<file path="src/rtl/hazard_pkg.sv">
// rtl/hazard_pkg.sv - state encoding and default geometry for the hazard grid rasterizer
package hazard_pkg;

  typedef enum logic [1:0] {
    ST_IDLE  = 2'd0,
    ST_ACCUM = 2'd1,
    ST_HOLD  = 2'd2
  } state_e;

  localparam int DEF_COORD_W     = 5;
  localparam int DEF_ROWS        = 4;
  localparam int DEF_COLS        = 8;
  localparam int DEF_CELL_H_LOG2 = 1;
  localparam int DEF_CELL_W_LOG2 = 2;
  localparam int DEF_MAX_HAZ     = 16;

endpackage

</file>
<file path="src/rtl/box_to_mask.sv">
// rtl/box_to_mask.sv - combinational mapping of one inclusive hazard box onto the cell grid
module box_to_mask
  import hazard_pkg::*;
#(
  parameter int COORD_W     = DEF_COORD_W,
  parameter int ROWS        = DEF_ROWS,
  parameter int COLS        = DEF_COLS,
  parameter int CELL_H_LOG2 = DEF_CELL_H_LOG2,
  parameter int CELL_W_LOG2 = DEF_CELL_W_LOG2
) (
  input  logic [COORD_W-1:0]   top_i,
  input  logic [COORD_W-1:0]   left_i,
  input  logic [COORD_W-1:0]   bottom_i,
  input  logic [COORD_W-1:0]   right_i,
  output logic [ROWS*COLS-1:0] mask_o,
  output logic                 bad_o
);

  logic [COORD_W-1:0] row_lo, row_hi, col_lo, col_hi;

  assign row_lo = top_i >> CELL_H_LOG2;
  assign row_hi = bottom_i >> CELL_H_LOG2;
  assign col_lo = left_i >> CELL_W_LOG2;
  assign col_hi = right_i >> CELL_W_LOG2;

  assign bad_o = (bottom_i < top_i) || (right_i < left_i);

  // Only cells inside the grid are enumerated, so out-of-range indices clip away naturally.
  always_comb begin
    mask_o = '0;
    for (int r = 0; r < ROWS; r++) begin
      for (int c = 0; c < COLS; c++) begin
        mask_o[r*COLS + c] = (r >= int'(row_lo)) && (r <= int'(row_hi)) &&
                             (c >= int'(col_lo)) && (c <= int'(col_hi));
      end
    end
  end

endmodule

</file>
<file path="src/rtl/hazard_grid_rasterizer.sv">
// rtl/hazard_grid_rasterizer.sv - accumulates per-frame hazard boxes into a cell occupancy map
module hazard_grid_rasterizer
  import hazard_pkg::*;
#(
  parameter int COORD_W     = DEF_COORD_W,
  parameter int ROWS        = DEF_ROWS,
  parameter int COLS        = DEF_COLS,
  parameter int CELL_H_LOG2 = DEF_CELL_H_LOG2,
  parameter int CELL_W_LOG2 = DEF_CELL_W_LOG2,
  parameter int MAX_HAZ     = DEF_MAX_HAZ
) (
  input  logic                           clk,
  input  logic                           rst_n,
  input  logic                           frame_start,
  input  logic                           haz_valid,
  output logic                           haz_ready,
  input  logic [COORD_W-1:0]             haz_top,
  input  logic [COORD_W-1:0]             haz_left,
  input  logic [COORD_W-1:0]             haz_bottom,
  input  logic [COORD_W-1:0]             haz_right,
  input  logic                           frame_end,
  output logic                           grid_valid,
  input  logic                           grid_ready,
  output logic [ROWS*COLS-1:0]           grid_out,
  output logic [$clog2(MAX_HAZ+1)-1:0]   haz_count,
  output logic                           overflow,
  output logic                           bad_box
);

  localparam int CNT_W = $clog2(MAX_HAZ + 1);
  localparam int CELLS = ROWS * COLS;

  state_e             state_q, state_d;
  logic [CELLS-1:0]   grid_q, grid_d;
  logic [CNT_W-1:0]   cnt_q, cnt_d;
  logic               ovf_q, ovf_d;
  logic               bad_q, bad_d;

  logic [CELLS-1:0]   box_mask;
  logic               box_bad;
  logic               accept;
  logic               full;

  box_to_mask #(
    .COORD_W     (COORD_W),
    .ROWS        (ROWS),
    .COLS        (COLS),
    .CELL_H_LOG2 (CELL_H_LOG2),
    .CELL_W_LOG2 (CELL_W_LOG2)
  ) u_box_to_mask (
    .top_i    (haz_top),
    .left_i   (haz_left),
    .bottom_i (haz_bottom),
    .right_i  (haz_right),
    .mask_o   (box_mask),
    .bad_o    (box_bad)
  );

  assign accept = haz_valid && (state_q == ST_ACCUM);
  assign full   = (cnt_q == CNT_W'(MAX_HAZ));

  always_comb begin
    state_d = state_q;
    grid_d  = grid_q;
    cnt_d   = cnt_q;
    ovf_d   = ovf_q;
    bad_d   = bad_q;
    case (state_q)
      ST_IDLE: begin
        if (frame_start) begin
          grid_d  = '0;
          cnt_d   = '0;
          ovf_d   = 1'b0;
          bad_d   = 1'b0;
          state_d = ST_ACCUM;
        end
      end
      ST_ACCUM: begin
        // Malformed boxes are flagged before the capacity check so they never count as drops.
        if (accept) begin
          if (box_bad) begin
            bad_d = 1'b1;
          end else if (full) begin
            ovf_d = 1'b1;
          end else begin
            grid_d = grid_q | box_mask;
            cnt_d  = cnt_q + CNT_W'(1);
          end
        end
        if (frame_end) state_d = ST_HOLD;
      end
      ST_HOLD: begin
        if (grid_ready) state_d = ST_IDLE;
      end
      default: state_d = ST_IDLE;
    endcase
  end

  always_ff @(posedge clk or negedge rst_n) begin
    if (!rst_n) begin
      state_q <= ST_IDLE;
      grid_q  <= '0;
      cnt_q   <= '0;
      ovf_q   <= 1'b0;
      bad_q   <= 1'b0;
    end else begin
      state_q <= state_d;
      grid_q  <= grid_d;
      cnt_q   <= cnt_d;
      ovf_q   <= ovf_d;
      bad_q   <= bad_d;
    end
  end

  assign haz_ready  = (state_q == ST_ACCUM);
  assign grid_valid = (state_q == ST_HOLD);
  assign grid_out   = grid_q;
  assign haz_count  = cnt_q;
  assign overflow   = ovf_q;
  assign bad_box    = bad_q;

endmodule

</file>
<file path="config.mk">
export PLATFORM = sky130hd
export DESIGN_NAME = hazard_grid_rasterizer
export DESIGN_NICKNAME = d
export VERILOG_FILES = /design/src/rtl/hazard_pkg.sv /design/src/rtl/box_to_mask.sv /design/src/rtl/hazard_grid_rasterizer.sv
export SDC_FILE = /design/constraint.sdc
export NUM_CORES = 1
export LEC_CHECK = 0
export CORE_ASPECT_RATIO = 1.25
export CORE_MARGIN = 2
export CORE_UTILIZATION = 41
export CTS_CLUSTER_SIZE = 28
export DETAILED_ROUTE_END_ITERATION = 12
export GPL_TIMING_DRIVEN = 0
export PLACE_DENSITY_LB_ADDON = 0.3
export SETUP_SLACK_MARGIN = 0.2
export SYNTH_ARGS = -nofsm -noshare
export SYNTH_HDL_FRONTEND = slang
export SYNTH_SLANG_ARGS = --single-unit
export TNS_END_PERCENT = 20
</file>
<file path="constraint.sdc">
create_clock -name clk -period 1.84 [get_ports clk]
set_input_delay 0.552 -clock clk [delete_from_list [all_inputs] [get_ports clk]]
set_output_delay 0.552 -clock clk [all_outputs]
set_load 0.01 [all_outputs]
</file>
### After elaboration in Yosys (flattened, before gate mapping)

Cells that the tools add are included.

| cells by class | value |
|---|---|
| add/subtract/negate cells | 1 |
| $lt $le $gt $ge | 24 |
| eq/ne operators | 11 |
| mux-type cells | 22 |
| bitwise logic cells | 1 |
| reduce and logical (&&, ||, !) cells | 71 |

Operators by type and width:

| kind | number |
|---|---|
| $mux W32 | 4 |
| $logic_and A1 B1 Y1 | 64 |
| $pmux W32 S2 | 1 |
| $or A32 B32 Y32 | 1 |
| $mux W5 | 4 |
| $ge A3 B3 Y1 const A | 4 |
| $le A3 B3 Y1 const A | 4 |
| $lt A5 B5 Y1 | 2 |
| $ne A2 B1 Y1 const B | 5 |
| $pmux W5 S2 | 1 |
| $reduce_and A5 Y1 | 2 |
| $ge A1 B4 Y1 const A | 2 |
| $ge A2 B4 Y1 const A | 2 |
| $le A2 B4 Y1 const A | 2 |
| $ge A1 B3 Y1 const A | 2 |
| $ge A2 B3 Y1 const A | 2 |
| $le A2 B3 Y1 const A | 2 |
| $mux W1 | 6 |
| $mux W2 | 3 |
| $ne A2 B2 Y1 const B | 3 |
| $pmux W2 S3 | 1 |
| $add A5 B1 Y5 const B | 1 |
| $eq A5 B5 Y1 const B | 1 |
| $le A1 B4 Y1 const A | 1 |
| 9 further kinds | 10 |

| word-level totals | value |
|---|---|
| bits in registers | 41 |
| input port bits | 26 |

### Depth between registers and ports, before layout

| logic depth | value |
|---|---|
| word-level depth | 9 |
| mapped depth | 8 |
| mapped depth without buffers | 8 |

### Modules after synthesis

A second synthesis with hierarchy kept.

| second synthesis, totals | value |
|---|---|
| cell total of the unflattened synthesis | 194 |
| area, all modules | 2110.8 sq um |

By module, submodules not included:

| module | times used | cells each | area each (sq um) | sequential area each (sq um) |
|---|---|---|---|---|
| hazard_grid_rasterizer | 1 | 117 | 1645.3 | 1026.0 |
| box_to_mask | 1 | 77 | 465.4 | 0.0 |

### Least setup slack after synthesis

Ideal clock, no wire load.

| timing | value |
|---|---|
| path kind | input -> register |
| start point | in haz_left[2] |
| end point | reg cnt_q[3], in the netlist haz_count[3] |
| arrival time | 2132 ps |
| required time | 1771 ps |
| setup slack | -361 ps |
| stages on the path | 8 |
| cells stage by stage | inv_1 ha_1 nand2_1 o21ai_0 a31oi_1 or3_4 or4_1 nand3_1 |

| between the ends | value |
|---|---|
| word-level cells in the longest chain between the ends | 4 |

Ends and longest elaborated chain:

| element | line | source |
|---|---|---|
| from (decl) | hazard_grid_rasterizer.sv:18 | `input logic [COORD_W-1:0] haz_left,` |
| $lt A5 B5 Y1 | box_to_mask.sv:26 | `assign bad_o = (bottom_i < top_i) \|\| (right_i < left_i);` |
| $logic_or A1 B1 Y1 | box_to_mask.sv:26 |  |
| $ne A2 B2 Y1 (no line) | n/a |  |
| $reduce_and A5 Y1 (no line) | n/a |  |
| to (signal assigned) | hazard_grid_rasterizer.sv:109 | `cnt_q <= cnt_d;` |
| to (decl) | hazard_grid_rasterizer.sv:35 | `logic [CNT_W-1:0] cnt_q, cnt_d;` |

Every way passes these cells.
A chain may end at the register's enable or synchronous reset.

### Worst setup path after layout

| timing | value |
|---|---|
| start point | reg state_q[0] |
| end point | reg cnt_q[0], in the netlist haz_count[0] |

| between the ends | value |
|---|---|
| word-level cells in the longest chain between the ends | 4 |

Ends and longest elaborated chain:

| element | line | source |
|---|---|---|
| from (decl) | hazard_grid_rasterizer.sv:33 | `state_e state_q, state_d;` |
| from (signal assigned) | hazard_grid_rasterizer.sv:107 | `state_q <= state_d;` |
| $eq A2 B1 Y1 | hazard_grid_rasterizer.sv:59, hazard_grid_rasterizer.sv:68 |  |
| $logic_and A1 B1 Y1 | hazard_grid_rasterizer.sv:59 | `assign accept = haz_valid && (state_q == ST_ACCUM);` |
| $ne A2 B1 Y1 (no line) | n/a |  |
| $reduce_and A5 Y1 (no line) | n/a |  |

Parallel ways exist; a longest one is shown, timed or not.

==> impl_metrics.env <==
export IMPL_status="finished with violations"
export IMPL_violations="setup timing"
export IMPL_diodes=0
export IMPL_clock_root_buffer="clkbuf_8"
export IMPL_synth_xor_area_share_pct=0
export IMPL_fill_cells=387
export IMPL_overflow=0
export IMPL_cp_required_ns=2.02
export IMPL_hp_class="primary input to async pin"
export IMPL_syn2layout_area_growth_pct=62.8
export IMPL_synthFlopType="dfrtp_1"
export IMPL_worstSetupPathType="register to register"
export IMPL_power_switching_w=0.00101
export IMPL_yosys_warnings=0
export IMPL_gp_congestion=0.811
export IMPL_crit_fanout=4
export IMPL_cts_buffers=5
export IMPL_whs_ns=0.370
export IMPL_worstPathArrival_ns=2.19
export IMPL_crit_chain="nand2b_4 > a21boi_1 > or3_1 > or3_4 > and2_4 > mux2_4"
export IMPL_period_needed_ns=2.01
export IMPL_antenna_left=0
export IMPL_antenna_found_initial=0
export IMPL_ys_seq_area_share_pct=52.0
export IMPL_die_h_microns=81.5
export IMPL_cts_hold_buf=0
export IMPL_worst_ir_drop_vdd_uv=598
export IMPL_slowest_stage="or3_1"
export IMPL_wl_microns=5380
export IMPL_sw_frac_of_total_pct=34.5
export IMPL_rsz0062_at_grt="true"
export IMPL_drtIter0Drc=97
export IMPL_post_synth_top_area_cell="dfrtp_1"
export IMPL_pre_cts_slack_ns=-1.19
export IMPL_ys_ff_latch=41
export IMPL_synth_area_mux_share_pct=0.571
export IMPL_port_buffers=66
export IMPL_synth_area_leaders="dfrtp_1 (52%), o21ai_0 (8.9%), nand2_1 (7.8%)"
export IMPL_synth_cell_types=37
export IMPL_final_cells=353
export IMPL_dr_pass1_iters=4
export IMPL_dp_cells=336
export IMPL_critPathBufInv=0
export IMPL_drcViolationCount=0
export IMPL_rr_endpoint="haz_count[0]$_DFFE_PN0P_"
export IMPL_clock_skew_final_ns=0.00570
export IMPL_start_util_pct=42.0
export IMPL_reg2reg_slack_ns=-0.17
export IMPL_vias=1843
export IMPL_fmax_ghz=0.498
export IMPL_finalCritPeriodShare_pct=109
export IMPL_comb_power_share_pct=39.7
export IMPL_setup_viol=7
export IMPL_dpl_hpwl_microns=3630
export IMPL_seq_power_share_pct=36.2
export IMPL_synth_top_family_by_area="simple AND/OR/NAND/NOR gates"
export IMPL_yosys_area_share_simple_pct=19.7
export IMPL_max_slew_margin_rel_pct=40.3
export IMPL_slew_violations=0
export IMPL_power_density_mw_per_mm2=910
export IMPL_grt_total_usage_pct=20.6
export IMPL_synth_edff_count=0
export IMPL_core_region_area_sq_mm=0.00469
export IMPL_syn_nets=246
export IMPL_p_leak_nw=1.56
export IMPL_power_total_w=0.00292
export IMPL_cts_sinks=41
export IMPL_grt_first_pass_wirelength_microns=8400
export IMPL_clockBufferDepth=2
export IMPL_rr_startpoint="state_q[0]$_DFFE_PN0P_"
export IMPL_row_count=28
export IMPL_avgSynthCellArea_sq_um=9.39
export IMPL_nNetsFinal=329
export IMPL_crit_path_max_incr_delay_ns=0.39
export IMPL_clkSlewWorstSetupHoldPaths_ns=0.08
export IMPL_drive_gt1_share_pct=31.7
export IMPL_wire_per_inst_microns=15.2
export IMPL_synthesis_area_sq_mm=0.00197
export IMPL_yosysTopAreaCellShare_pct=52.0
export IMPL_maxCapViolCount=0
export IMPL_cts_tree="yes"
export IMPL_h_tree_depth=2
export IMPL_hold_violations=0
export IMPL_crit_family="simple AND/OR/NAND/NOR gates"
export IMPL_clock_latency_ns=0.30
export IMPL_async_flop_share_pct=100
export IMPL_netlist_instances=210
export IMPL_internal_power_w=0.00191
export IMPL_clock_power_share_pct=24.1
export IMPL_synth_fa_ha_area_share_pct=6.35
export IMPL_start_kind="register"
export IMPL_fp_dieArea_sq_mm=0.00538
export IMPL_grt_max_degree=42
export IMPL_worst_r2r_path_depth=6
export IMPL_grt_pass1_vias=1732
export IMPL_die_w_microns=66.0
export IMPL_synth_compound_area_share_pct=17.9
export IMPL_endpoint_kind="register"
export IMPL_fin_ws_ns=-0.168
export IMPL_via_per_inst=5.22
export IMPL_num_io_pins=67
export IMPL_tightestPinTransition_ns=0.895
worst max-delay path by stage:
stage	start	end	slack (ns)	cells after the start
6_report	state_q[0]$_DFFE_PN0P_	haz_count[0]$_DFFE_PN0P_	-0.17	6
5_1_grt	haz_count[1]$_DFFE_PN0P_	haz_count[3]$_DFFE_PN0P_	-0.21	7
4_1_cts	haz_right[3]	haz_count[0]$_DFFE_PN0P_	-0.13	6
3_5_place_dp	haz_left[2]	grid_out[4]$_DFFE_PN0P_	-1.19	9
3_3_place_gp	haz_left[2]	grid_out[2]$_DFFE_PN0P_	-1.15	9
2_1_floorplan	haz_top[2]	haz_count[0]$_DFFE_PN0P_	-0.24	8
power groups by stage:
| stage | Combinational [W] | Sequential [W] | Clock [W] |
|---|---|---|---|
| after floorplan | 0.000452 | 0.00110 | 0 |
| after global placement | 0.000856 | 0.00108 | 0 |
| after detailed placement | 0.000867 | 0.00108 | 0 |
| after CTS | 0.00108 | 0.00106 | 0.000714 |
| after global routing | 0.00126 | 0.00107 | 0.000751 |
| final | 0.00116 | 0.00106 | 0.000703 |
placed cells by master (no fill, tap or decap), types with 4 or more instances in the layout:
master / n
a21oi_1: 7
buf_2: 6
buf_4: 9
buf_6: 7
clkbuf_2: 5
clkbuf_8: 5
dfrtp_1: 38
dlygate4sd2_1: 42
ha_4: 8
inv_1: 5
nand2_1: 38
nand3_1: 6
nor2_1: 5
o211ai_1: 4
o21ai_0: 5
o21ai_1: 23
o21ai_2: 8
sequential cells by signal (all words and copies together) (netlist names):
register / flops
overflow: 1
grid_out: 32
state_q: 2
haz_count: 5
bad_box: 1
stage by stage:
step / instance area, sq um / util (%) / TNS (ns)
6_report: 3210 / 68.4 / -0.433
5_1_grt: 3210 / 68.4 / -1.56
4_1_cts: 3160 / 67.3 / -0.415
3_5_place_dp: 2820 / 60.0 / -42.57
3_3_place_gp: 2820 / 60.1 / -72.78
2_1_floorplan: 2090 / - / -3.01
routing by layer:
layer / routed length, microns / up-vias / GRT usage [%]
met2: 2790 / 52 / 34.5
li1: - / 900 / -
met4: 80 / 0 / 6.73
met1: 2240 / 886 / 26.9
met5: 0 / - / 0
met3: 271 / 5 / 3.97
cells in the mapped netlist (3+ instances only):
library cell	count
a21oi_1	8
clkbuf_1	5
dfrtp_1	41
ha_1	10
inv_1	12
nand2_1	41
nand2b_1	3
nand3_1	8
nor2_1	5
nor2b_1	4
o211ai_1	4
o21ai_0	35
or3_1	3
cell type report:
cell class                      count  area [sq um]  share of cell area, %
Buffer                              5          33.8                   1.05
Clock buffer                        5          68.8                   2.14
Clock inverter                      2          35.0                   1.09
Inverter                           13          86.3                   2.69
Multi-Input combinational cell    151          1200                   37.3
Sequential cell                    41          1030                   32.1
Tap cell                           60          75.1                   2.34
Timing Repair Buffer               76           682                   21.2
what timing repair did:
action                     4_1_cts  5_1_grt
pin swaps                       21       19
resized for setup              194       27
setup endpoints to repair       80       44
setup buffers                    7        3
cells by family (layout without fill, tap and decap cells):
group	after synthesis	after routing
AO/OA/AOI/OAI	61	61
adder cells (fa/ha/maj)	10	10
AND/OR/NAND/NOR	79	79
buffers and inverters	18	101
multiplexers	1	1
flip-flops	41	41
Power figures use the tool's default switching activity.
